`config.mk`:
```
export PLATFORM = sky130hd
export DESIGN_NAME = cache_ctrl_fsm
export DESIGN_NICKNAME = d
export VERILOG_FILES = /design/src/rtl/cache_ctrl_pkg.sv /design/src/rtl/cache_ctrl_fill_tracker.sv /design/src/rtl/cache_ctrl_fsm.sv
export SDC_FILE = /design/constraint.sdc
export NUM_CORES = 1
export LEC_CHECK = 0
export ABC_CLOCK_PERIOD_IN_PS = 2300
export CAP_MARGIN = 10
export CORE_MARGIN = 2
export CORE_UTILIZATION = 41
export DETAILED_ROUTE_END_ITERATION = 10
export PLACE_DENSITY = 0.77
export SETUP_SLACK_MARGIN = 0.05
export SLEW_MARGIN = 25
export SYNTH_ARGS = -nofsm -noshare
export SYNTH_HDL_FRONTEND = slang
export SYNTH_SLANG_ARGS = --single-unit
```
`constraint.sdc`:
```
create_clock -name clk -period 2.3 [get_ports clk]
set_input_delay 0.46 -clock clk [delete_from_list [all_inputs] [get_ports clk]]
set_output_delay 0.46 -clock clk [all_outputs]
set_load 0.01 [all_outputs]
```
`src/rtl/cache_ctrl_pkg.sv`:
```
// ============================================================================
// Module   : cache_ctrl_pkg
// Purpose  : Shared state encoding and statistics width for cache_ctrl_fsm.
// Revision : 1.0 - initial release
// ============================================================================
`default_nettype none

package cache_ctrl_pkg;

    localparam int STATS_W = 16;

    typedef enum logic [1:0] {
        IDLE  = 2'd0,
        WB    = 2'd1,
        FILL  = 2'd2,
        RETRY = 2'd3
    } state_e;

endpackage

`default_nettype wire

```
`src/rtl/cache_ctrl_fill_tracker.sv`:
```
// ============================================================================
// Module   : cache_ctrl_fill_tracker
// Purpose  : MEM_LAT-deep shift register tagging each issued fill read with
//            its word index so the write lands when the memory data is valid.
// Revision : 1.0 - initial release
// ============================================================================
`default_nettype none

module cache_ctrl_fill_tracker #(
    parameter int MEM_LAT = 2,
    parameter int OFF_W   = 2
) (
    input  logic             clk,
    input  logic             rst_n,
    input  logic             i_push,
    input  logic [OFF_W-1:0] i_push_idx,
    output logic             o_pop,
    output logic [OFF_W-1:0] o_pop_idx
);

    logic [MEM_LAT-1:0] r_vld;
    logic [OFF_W-1:0]   r_idx [MEM_LAT];

    // Reset drops every in-flight read so stale data is never written.
    always_ff @(posedge clk or negedge rst_n) begin
        if (!rst_n) begin
            r_vld <= '0;
            for (int i = 0; i < MEM_LAT; i++) begin
                r_idx[i] <= '0;
            end
        end else begin
            r_vld[0] <= i_push;
            r_idx[0] <= i_push_idx;
            for (int i = 1; i < MEM_LAT; i++) begin
                r_vld[i] <= r_vld[i-1];
                r_idx[i] <= r_idx[i-1];
            end
        end
    end

    assign o_pop     = r_vld[MEM_LAT-1];
    assign o_pop_idx = r_idx[MEM_LAT-1];

endmodule

`default_nettype wire

```
`src/rtl/cache_ctrl_fsm.sv`:
```
// ============================================================================
// Module   : cache_ctrl_fsm
// Purpose  : Direct-mapped cache controller: hits, dirty write-back, line
//            fill through fixed-latency memory, retry. Optional statistics
//            counters enabled by CACHE_CTRL_STATS_EN.
// Revision : 1.0 - initial release
// ============================================================================
`default_nettype none

module cache_ctrl_fsm
    import cache_ctrl_pkg::*;
#(
    parameter int WORDS   = 4,
    parameter int MEM_LAT = 2,
    parameter int OFF_W   = $clog2(WORDS)
) (
    input  logic               clk,
    input  logic               rst_n,
    input  logic               Rd,
    input  logic               Wr,
    input  logic               hit,
    input  logic               valid,
    input  logic               dirty,
    input  logic               mem_stall,
    output logic               cache_en,
    output logic               cache_comp,
    output logic               cache_write,
    output logic [OFF_W-1:0]   cache_word,
    output logic               use_mem_data,
    output logic               mem_rd,
    output logic               mem_wr,
    output logic [OFF_W-1:0]   mem_word,
    output logic               mem_tag_sel,
    output logic               Done,
    output logic               Stall,
    output logic               CacheHit,
    output logic               err,
    output logic [STATS_W-1:0] hit_count,
    output logic [STATS_W-1:0] miss_count
);

    localparam int             CNT_W   = OFF_W + 1;
    localparam logic [CNT_W-1:0] c_words = CNT_W'(WORDS);
    localparam logic [CNT_W-1:0] c_last  = CNT_W'(WORDS - 1);

    state_e             r_state;
    logic [CNT_W-1:0]   r_cnt;
    logic [CNT_W-1:0]   r_rcv;
    logic               r_op_wr;

    logic               w_req;
    logic               w_both;
    logic               w_hit;
    logic               w_issue;
    logic               w_pop;
    logic               w_ret;
    logic [OFF_W-1:0]   w_ret_idx;

    // Requests are masked while reset is held so outputs stay quiet.
    assign w_req   = rst_n & (Rd ^ Wr);
    assign w_both  = rst_n & Rd & Wr;
    assign w_hit   = hit & valid;
    assign w_issue = (r_state == FILL) && !mem_stall && (r_cnt < c_words);
    assign w_ret   = (r_state == FILL) && w_pop;

    cache_ctrl_fill_tracker #(
        .MEM_LAT (MEM_LAT),
        .OFF_W   (OFF_W)
    ) u_tracker (
        .clk        (clk),
        .rst_n      (rst_n),
        .i_push     (w_issue),
        .i_push_idx (r_cnt[OFF_W-1:0]),
        .o_pop      (w_pop),
        .o_pop_idx  (w_ret_idx)
    );

    always_ff @(posedge clk or negedge rst_n) begin
        if (!rst_n) begin
            r_state <= IDLE;
            r_cnt   <= '0;
            r_rcv   <= '0;
            r_op_wr <= 1'b0;
        end else begin
            case (r_state)
                IDLE: begin
                    if (w_req && !w_hit) begin
                        r_op_wr <= Wr;
                        r_cnt   <= '0;
                        r_rcv   <= '0;
                        r_state <= (valid && dirty) ? WB : FILL;
                    end
                end
                WB: begin
                    if (!mem_stall) begin
                        if (r_cnt == c_last) begin
                            r_cnt   <= '0;
                            r_state <= FILL;
                        end else begin
                            r_cnt <= r_cnt + 1'b1;
                        end
                    end
                end
                FILL: begin
                    if (w_issue) begin
                        r_cnt <= r_cnt + 1'b1;
                    end
                    if (w_ret) begin
                        r_rcv <= r_rcv + 1'b1;
                        if (r_rcv == c_last) begin
                            r_state <= RETRY;
                        end
                    end
                end
                RETRY: begin
                    r_cnt   <= '0;
                    r_rcv   <= '0;
                    r_state <= IDLE;
                end
                default: r_state <= IDLE;
            endcase
        end
    end

    always_comb begin
        cache_en     = 1'b0;
        cache_comp   = 1'b0;
        cache_write  = 1'b0;
        cache_word   = '0;
        use_mem_data = 1'b0;
        mem_rd       = 1'b0;
        mem_wr       = 1'b0;
        mem_word     = '0;
        mem_tag_sel  = 1'b0;
        Done         = 1'b0;
        Stall        = 1'b0;
        CacheHit     = 1'b0;
        err          = 1'b0;
        case (r_state)
            IDLE: begin
                if (w_req) begin
                    cache_en    = 1'b1;
                    cache_comp  = 1'b1;
                    cache_write = Wr;
                    Done        = w_hit;
                    CacheHit    = w_hit;
                    Stall       = !w_hit;
                end else if (w_both) begin
                    err = 1'b1;
                end
            end
            WB: begin
                Stall = 1'b1;
                if (!mem_stall) begin
                    cache_en    = 1'b1;
                    cache_word  = r_cnt[OFF_W-1:0];
                    mem_wr      = 1'b1;
                    mem_word    = r_cnt[OFF_W-1:0];
                    mem_tag_sel = 1'b1;
                end
            end
            FILL: begin
                Stall = 1'b1;
                if (w_issue) begin
                    mem_rd   = 1'b1;
                    mem_word = r_cnt[OFF_W-1:0];
                end
                if (w_ret) begin
                    cache_en     = 1'b1;
                    cache_write  = 1'b1;
                    use_mem_data = 1'b1;
                    cache_word   = w_ret_idx;
                end
            end
            RETRY: begin
                cache_en    = 1'b1;
                cache_comp  = 1'b1;
                cache_write = r_op_wr;
                Done        = 1'b1;
                Stall       = 1'b1;
                err         = !hit;
            end
            default: ;
        endcase
    end

`ifdef CACHE_CTRL_STATS_EN
    logic               w_hit_evt;
    logic               w_miss_evt;
    logic [STATS_W-1:0] r_hit_count;
    logic [STATS_W-1:0] r_miss_count;

    assign w_hit_evt  = (r_state == IDLE) && w_req && w_hit;
    assign w_miss_evt = (r_state == IDLE) && w_req && !w_hit;

    always_ff @(posedge clk or negedge rst_n) begin
        if (!rst_n) begin
            r_hit_count  <= '0;
            r_miss_count <= '0;
        end else begin
            if (w_hit_evt && (r_hit_count != {STATS_W{1'b1}})) begin
                r_hit_count <= r_hit_count + 1'b1;
            end
            if (w_miss_evt && (r_miss_count != {STATS_W{1'b1}})) begin
                r_miss_count <= r_miss_count + 1'b1;
            end
        end
    end

    assign hit_count  = r_hit_count;
    assign miss_count = r_miss_count;
`else
    assign hit_count  = '0;
    assign miss_count = '0;
`endif

endmodule

`default_nettype wire

```
# Word level (Yosys, flattened, before mapping)
# Cells that the tools add are included.
[word_totals]
register_bits = 15
latch_bits = 0
mem_bits_rw = 0
rom_bits = 0
memories = 0
[op_classes]
add_sub_neg = 2
mul = 0
div = 0
order_cmp = 1
n_eq_ne = 11
n_shift = 0
mux = 38
n_bitwise = 5
n_reduce_logical = 15
[op_table]
columns = ["op", "count"]
rows = [
  ["2-to-1 mux 2 bit", 9],
  ["2-to-1 mux 3 bit", 5],
  ["2-to-1 mux 1 bit", 13],
  ["one-hot mux 3 bit (4 select lines)", 1],
  ["one-hot mux 3 bit (3 select lines)", 1],
  ["!= test 2 bit (second input constant)", 4],
  ["one-hot mux 1 bit (2 select lines)", 4],
  ["one-hot mux 2 bit (2 select lines)", 2],
  ["one-hot mux 2 bit (4 select lines)", 1],
  ["adder 3 x 1 -> 3 bit (second input constant)", 2],
  ["== test 3 x 2 -> 1 bit (second input constant)", 2],
  ["AND reduction 3 bit", 2],
  ["logical AND 1 bit", 5],
  ["AND reduction 5 bit", 1],
  ["AND 1 bit", 4],
  ["== test 2 bit (second input constant)", 2],
  ["!= test 2 x 1 -> 1 bit (second input constant)", 2],
  ["one-hot mux 1 bit (4 select lines)", 1],
  ["logical NOT 1 bit", 3],
  ["< comparator 3 bit (second input constant)", 1],
  ["one-hot mux 1 bit (3 select lines)", 1],
  ["nonzero test 3 bit", 1],
  ["OR reduction 3 bit", 1],
  ["== test 2 x 1 -> 1 bit (second input constant)", 1],
  ["other kinds (3)", 3],
]

# Depth between registers and ports, before layout
# Gate-level depths: netlist of run 1.
[depth]
depth_word = 5
mapped_depth = 7
ltp_nobuf = 7

# By module
# A second synthesis of run 1 with hierarchy kept.
[unflattened]
hier_cells = 140
area_unflattened_um2 = 1218.7
[modules_own_cells]
columns = ["module", "instances", "cells_each", "area_each_um2", "seq_area_each_um2"]
rows = [
  ["cache_ctrl_fsm", 1, 132, 1053.5, 225.2],
  ["cache_ctrl_fill_tracker", 1, 8, 165.2, 150.1],
]

# Worst setup path after synthesis of run 1
# Ideal clock, no wire load.
[synth_timing]
path_kind = "register to output"
startpoint = "register r_state[1]"
endpoint = "output port cache_word[0]"
arrival_ps = 1598
required_time_ps = 1840
slack_ps = 242
path_stages_with_launch = 7
n_path_buf = 1
cell_sequence = "dfrtp_1 -> inv_1 -> ha_1 -> clkbuf_1 -> nor2b_1 -> a22oi_1 -> nor2b_1"
[synth_between]
elab_chain_cells = 4
[synth_rtl]
columns = ["element", "line_no", "text"]
rows = [
  ["start: declaration", "cache_ctrl_fsm.sv:46", "state_e r_state;"],
  ["start signal: assignment", "cache_ctrl_fsm.sv:91", "r_state <= (valid && dirty) ? WB : FILL;"],
  ["== test 2 bit", "cache_ctrl_fsm.sv:64, cache_ctrl_fsm.sv:139", ""],
  ["logical AND 1 bit", "cache_ctrl_fsm.sv:64", "assign w_ret = (r_state == FILL) && w_pop;"],
  ["2-to-1 mux 2 bit", "cache_ctrl_fsm.sv:168", "if (w_ret) begin"],
  ["one-hot mux 2 bit (2 select lines) (*)", "cache_ctrl_fsm.sv:139", "case (r_state)"],
  ["end: declaration", "cache_ctrl_fsm.sv:28", "output logic [OFF_W-1:0] cache_word,"],
]
# Every way passes the cells marked *; elsewhere a longest branch is shown, timed or not.

# Worst setup path after layout of run 1
[layout_timing]
startpoint = "register r_state[1]"
endpoint = "output port cache_write"
[layout_between]
elab_chain_cells = 4
[layout_rtl]
columns = ["element", "line_no", "text"]
rows = [
  ["== test 2 bit", "cache_ctrl_fsm.sv:64, cache_ctrl_fsm.sv:139", ""],
  ["logical AND 1 bit", "cache_ctrl_fsm.sv:64", ""],
  ["2-to-1 mux 1 bit", "cache_ctrl_fsm.sv:168", ""],
  ["one-hot mux 1 bit (3 select lines) (*)", "cache_ctrl_fsm.sv:139", ""],
  ["end: declaration", "cache_ctrl_fsm.sv:27", "output logic cache_write,"],
]
# Marks and branches as above.

==> results of run 1 <==
==> synthesized netlist by cell type (all sizes together) (2+ instances only) <==
master   n
a21oi    6
a221oi   2
a22oi    2
a31oi    2
buf     33
clkbuf   2
dfrtp   15
ha      10
inv     10
mux2     2
mux2i    4
nand2    6
nand2b   2
nand3    2
nor2    10
nor2b    4
nor3     3
o211ai   2
o21ai    7
==> worst reg2reg max path: cells and delay by family (launching register included) <==
kind	cells	cell delay (ps)
AO/OA/AOI/OAI	2	540
flip-flops	1	400
buffers and inverters	2	320
multiplexers	1	250
adder cells (fa/ha/maj)	1	170
==> power groups by stage <==
stage,sequential [uW],combinational (uW),clock (uW)
after global routing,440,1120,175
after global placement,407,951,0
after floorplan,398,606,0
after detailed placement,417,982,0
after CTS,414,975,163
final,422,1020,159
==> state kept, by name, summed over array words and instances (netlist names) <==
register	cells
r_cnt	3
r_rcv	3
r_state	2
u_tracker.o_pop_idx	2
u_tracker.r_idx	2
u_tracker.r_vld	2
r_op_wr	1
==> path summary, 6_finish.rpt <==
check	startpoint	to	slack (ps)
setup / recovery	r_state[1]	cache_write	80
hold / removal	u_tracker.r_vld[0]	u_tracker.r_vld[1]	360
setup reg to reg	r_state[0]	r_cnt[2]	540
hold reg to reg	u_tracker.r_vld[0]	u_tracker.r_vld[1]	360
max in group asynchronous	rst_n	r_state[1]	1730
min in group asynchronous	rst_n	r_op_wr	370
==> layout make-up <==
cell class,instances,area [um^2],area share (%)
clock buffers,4,26.3,1.74
multi-input cells,107,718,47.5
inverters,10,40.0,2.65
repair buffers,39,313,20.7
flip-flops and latches,15,377,24.9
well taps,31,38.8,2.56
==> metal layers <==
metal,vias up,GRT usage (%),wire length (um)
met4,0,8.64,42
met1,473,19.9,1090
li1,481,-,-
met5,-,0,0
met2,39,30.5,1460
met3,5,3.52,175
==> per-stage QoR <==
| stage | util, % | instance area, um^2 |
|---|---|---|
| 4_1_cts | 53.6 | 1490 |
| 3_3_place_gp | 52.2 | 1450 |
| 3_5_place_dp | 52.2 | 1450 |
| 2_1_floorplan | - | 1330 |
| 6_report | 54.4 | 1510 |
| 5_1_grt | 54.4 | 1510 |
==> logic make-up (layout without fill, tap and decap cells) <==
kind of cell | after synthesis | count (layout)
buffers and inverters | 45 | 53
AND/OR/NAND/NOR | 33 | 33
AO/OA/AOI/OAI | 25 | 25
flip-flops | 15 | 15
adder cells (fa/ha/maj) | 10 | 10
multiplexers | 6 | 6
other | 1 | 32
XOR/XNOR | 1 | 1
==> timing repair <==
| item | in CTS | in global routing |
|---|---|---|
| setup buffers | 1 | 0 |
| pin swaps | 1 | 3 |
| setup endpoints to repair | 15 | 8 |
| resized for setup | 34 | 13 |
==> key figures, run 1 <==
Run status
  • Status: completed

Routing
  • Iter 0 DRT Violations: 21
  • DR DRC count: 0
  • Vias/cell: about 4.8
  • Vias: 998
  • Final ANT Viol Nets: 0
  • WL per Instance: 13.4 um
  • Pre-Repair DR Iteration Count: 4
  • Wirelength, routed: ~2800 um

Synthesis
  • Top cells by area, synth: dfrtp_1 31%, buf_4 20%, ha_1 10%
  • Post-synthesis mux area share: 5.16%
  • Cell Area, Synth: roughly 1200 um^2
  • Post-Synth Simple-Gate Area: roughly 14%
  • Top cell type's share of synthesized area: between 30% and 40%
  • Cell taking the most area after synthesis: dfrtp_1
  • Synth Warn #: 0
  • Share of synthesized flip-flops with an asynchronous set or reset: 100%
  • Ys flop type: dfrtp_1
  • Sequential share of the synthesized area: a little over 30%
  • Largest family of logic cells by synthesized area: buffers and inverters
  • Synth Area in Compound Gates: about 14%
  • Area share of xor/xnor cells in the synthesized design: between 1 and 1.5%
  • Unique masters post-synth: 35
  • Post-synthesis adder-cell area fraction: around 10%
  • Yosys reg bits: 15
  • Synth Area per Inst: between 8 and 9 um^2
  • Post-Synthesis Cells: 136
  • EDFF count, synth: 0

Layout
  • ANT cells: 0
  • Share of cells above drive strength 1: 24.0%
  • Fillers: approximately 270
  • Commonest non-fill, non-tap cell in the layout: conb_1
  • Area Growth Syn to Fin: 24.8%
  • Post-Layout Cell Count: slightly above 200
  • Nets: between 150 and 200
  • Most frequent cells in the layout: 32 x conb_1, 17 x buf_4, 14 x dfrtp_1

Run
  • Maxcap violations: 0

Setup path
  • Crit path DAT: 1760 ps
  • Crit path kind: reg2out
  • Max FO, Critical Path: 5
  • Worst path depth: 6
  • WP data required: about 1800 ps
  • CP Buf/Inv Count: 2
  • CP max stage cell: dfrtp_2
  • Largest delay contributor family on the critical path: flip-flops
  • Crit start category: flop
  • CP max stage delay: 440 ps
  • Worst r2r path cells: 6
  • Cells along the critical path: inv_4 > ha_2 > and3_4 > a221oi_1 > nor2_1 > dlygate4sd2_1
  • Crit. End Element: output port

Worst hold path
  • Hold WC Path Type: reg2reg
  • WHS Path Cells: 0

STA
  • Worst hold slack: between 300 and 400 ps
  • Final WS setup: 82.1 ps
  • Clock skew: 4.96 ps
  • RSZ-0062 raised after global routing: yes
  • Fin crit period: between 2000 and 2500 ps
  • Final Cycle Share: between 90% and 100%
  • Fin. max-slew vios: 0
  • Peak Freq: roughly 450 MHz
  • Hold violation count in the final report: 0
  • TNS Setup: 0 ps
  • Final setup vio count: 0

Floorplanning
  • Num ports: between 50 and 60
  • Site Rows: 19
  • Die height: ~60 um
  • Core area: 2780 um^2
  • Die ar.: 3410 um^2
  • Die Width: 58.4 um
  • Starting Density: between 40 and 50%

Power
  • Logic pwr share: roughly 64%
  • Leak: between 0.0007 and 0.0008 uW
  • Sequential power share: between 20% and 30%
  • Switching Fraction: 43.7%
  • Internal power: roughly 900 uW
  • Switch Pwr: between 700 and 800 uW
  • Power Density: approximately 1100 nW/um^2
  • Max rail drop VDD: between 0.6 and 0.7 mV
  • Tot Pwr: 1600 uW
  • Clk network pwr share: 9.9%

CTS
  • Clock transition at the registers of the reported paths: 90 ps
  • Root buffer cell: clkbuf_4
  • Hold Buf Count CTS: 0
  • CTS max path bufs: 2
  • CTS HTree Levels: 1
  • CTS Sinks: 15
  • Clk_lat worst skew: slightly below 300 ps
  • Inserted Clock Buffers: 3
  • CTS tree: done

GRT
  • Vias in the first global route: 997
  • Initial antenna violation count: 0
  • Largest net degree at the start of global routing: 17
  • First-pass GRT wire length: 4440 um
  • Overflow after GRT: 0
  • GRT Util Overall: 17.4%

Placement
  • Port bufs: 22
  • HPWL after detailed placement: between 2000 and 2500 um
  • Place WS: -299 ps
  • RePlAce Congestion: between 0.9 and 1
  • Placed Cells: ~200
No activity file was read; power rests on OpenSTA's default activity.
==> inputs of run 2 (changes only) <==
CORE_UTILIZATION = 59   (was 41)
DONT_BUFFER_PORTS = 1   (was default)
GPL_TIMING_DRIVEN = 0   (was default)
PLACE_DENSITY = 0.73   (was 0.77)
==> run 2 against run 1 <==
Non-clock buffer count unchanged. Clock-buffer cell count unchanged. Cell area up 0.41%. Wire length is 16% lower. Global-route usage grew 1.2 points. Critical path type unchanged. Largest cell class unchanged.
==> key figures, run 2 (synthesis gave the netlist of run 1 again) <==
Run status
  • Status: completed (unchanged)

Run
  • Maxcap violations: 0 (unchanged)

Layout
  • Fillers: 137 (was 273)
  • Nets: 194 (unchanged)
  • Cell area after layout: 1520 um^2 (was 1510 um^2)
  • Most frequent cells in the layout: 37 x buf_4, 32 x conb_1, 14 x dfrtp_1 (was 32 x conb_1, 17 x buf_4, 14 x dfrtp_1)
  • Commonest non-fill, non-tap cell in the layout: buf_4 (was conb_1)
  • Area Growth Syn to Fin: 25.3% (was 24.8%)
  • Biggest regs: r_cnt: 3 flops, r_rcv: 3 flops (unchanged)
  • Util after Layout: 78.2% (was 54.4%)
  • ANT cells: 0 (unchanged)
  • Share of cells above drive strength 1: 34.9% (was 24.0%)
  • Post-Layout Cell Count: 202 (was 206)

Worst hold path
  • Hold WC Path Type: in2reg (was reg2reg)

STA
  • Peak Freq: 452 MHz (was 451 MHz)
  • Clock skew: 2.59 ps (was 4.96 ps)
  • Max-slew headroom: roughly 56%
  • Final Cycle Share: 96.3% (was 96.4%)
  • Hold violation count in the final report: 0 (unchanged)
  • RSZ-0062 raised after global routing: yes (unchanged)
  • Final WS setup: 85.2 ps (was 82.1 ps)
  • Fin crit period: 2210 ps (was 2220 ps)
  • Worst Max-Slew Pin Slew: 661 ps
  • Final setup vio count: 0 (unchanged)
  • Fin. max-slew vios: 0 (unchanged)

Setup path
  • Crit path DAT: 1750 ps (was 1760 ps)
  • Crit path kind: reg2out (unchanged)
  • WP data required: 1840 ps (about the same)
  • Crit. End Element: output port (unchanged)
  • Max FO, Critical Path: 6 (was 5)
  • Crit start category: flop (unchanged)

CTS
  • Clk_lat worst skew: 280 ps (was 290 ps)
  • CTS tree: done (unchanged)
  • Clock transition at the registers of the reported paths: 80 ps (was 90 ps)
  • CTS max path bufs: 2 (unchanged)
  • Inserted Clock Buffers: 3 (unchanged)
  • Root buffer cell: clkbuf_4 (unchanged)
  • CTS Sinks: 15 (unchanged)
  • CTS HTree Levels: 1 (unchanged)

Placement
  • RePlAce Congestion: 0.728 (was 0.905)
  • Placed Cells: 194 (was 201)
  • Place WS: -76.1 ps (was -299 ps)
  • Placed inst area: 1360 um^2 (was 1450 um^2)
  • HPWL after detailed placement: 1720 um (was 2120 um)
  • Port bufs: 0 (was 22)

GRT
  • Largest net degree at the start of global routing: 16 (was 17)
  • Overflow after GRT: 0 (unchanged)
  • Vias in the first global route: 794 (was 997)
  • First-pass GRT wire length: 3530 um (was 4440 um)
  • Initial antenna violation count: 0 (unchanged)
  • GRT Util Overall: 18.5% (was 17.4%)

Floorplanning
  • Num ports: 55 (unchanged)
  • Core area: 1940 um^2 (was 2780 um^2)
  • Die ar.: 2430 um^2 (was 3410 um^2)
  • Die height: 49.3 um (was 58.4 um)
  • Site Rows: 16 (was 19)
  • Die Width: 49.3 um (was 58.4 um)
  • Starting Density: 62.4% (was 43.6%)

Power
  • Max rail drop VDD: 0.625 mV (was 0.689 mV)
  • Leak: 0.000766 uW (about the same)
  • Power Density: 976 nW/um^2 (was 1060 nW/um^2)
  • Tot Pwr: 1480 uW (was 1600 uW)

Routing
  • Vias/cell: 4.76 (was 4.84)
  • Wirelength, routed: 2330 um (was 2770 um)
  • Iter 0 DRT Violations: 13 (was 21)
  • DR DRC count: 0 (unchanged)
  • Final ANT Viol Nets: 0 (unchanged)
  • WL per Instance: 11.6 um (was 13.4 um)
  • Vias: 962 (was 998)
  • Pre-Repair DR Iteration Count: 4 (unchanged)
## run 2: cell types whose count changed in the layout (fill, tap and decap cells not counted), moves of 2 or more
cell and delta:
buf_4 +20, clkdlybuf4s50_1 -4, buf_2 -2, nor2_4 +3, nor2b_1 -2, nor2_1 -2
dlygate4sd2_1 -11, nor2b_2 +2, clkbuf_2 -3
## run 2: path summary, 6_finish.rpt
kind | end | from | cells after the start | slack [ps]
max | mem_word[0] | r_state[1] | 6 | 90
min | u_tracker.r_vld[0] | mem_stall | 1 | 240
max reg2reg | r_state[0] | r_state[1] | 6 | 510
min reg2reg | u_tracker.o_pop_idx[0] | u_tracker.r_idx[2] | 0 | 360
max in group asynchronous | r_state[0] | rst_n | 1 | 1190
min in group asynchronous | r_rcv[2] | rst_n | 1 | 640
## run 2: metrics by stage
stage	hold slack [ps]	setup TNS, ps
final	236	0
after detailed placement	165	-207
after floorplan	164	0
after global routing	231	0
after global placement	165	-68.5
after CTS	231	0
## run 2: where the power goes
part / total [uW] / switching [uW] / internal (uW)
registers: 422 / 69.3 / 352
logic: 914 / 495 / 419
clock network: 147 / 79.7 / 67.3
## run 2: final cells by class
type                    count  area, um^2  share of cell area, %
multi-input cells         107         742                   48.8
plain buffers              34         263                   17.3
well taps                  27        33.8                   2.22
repair buffers              5        40.0                   2.64
flip-flops and latches     15         377                   24.8
inverters                  10        37.5                   2.47
clock buffers               4        26.3                   1.73
## run 2: what timing repair did
item,CTS,global route
gates resized for setup,8,19
hold buffers,1,0
cloned,0,0
endpoints found under the setup margin,8,6
hold endpoints to repair,15,0
buffers inserted,0,4
pin swaps,0,4
## run 2: routing by layer
layer  up-vias  GRT usage [%]  routed length, um
met1       432           25.2                957
li1        479              -                  -
met5         -              0                  0
met2        47           28.2               1120
met3         4           3.68                229
met4         0           8.57                 31
## run 2: worst max-delay path, stage by stage (launching register included)
cell     delay, ps
dfrtp_1        440
inv_2          150
ha_4           170
buf_8          110
a21oi_2         30
or3b_4         430
nor2_4         150
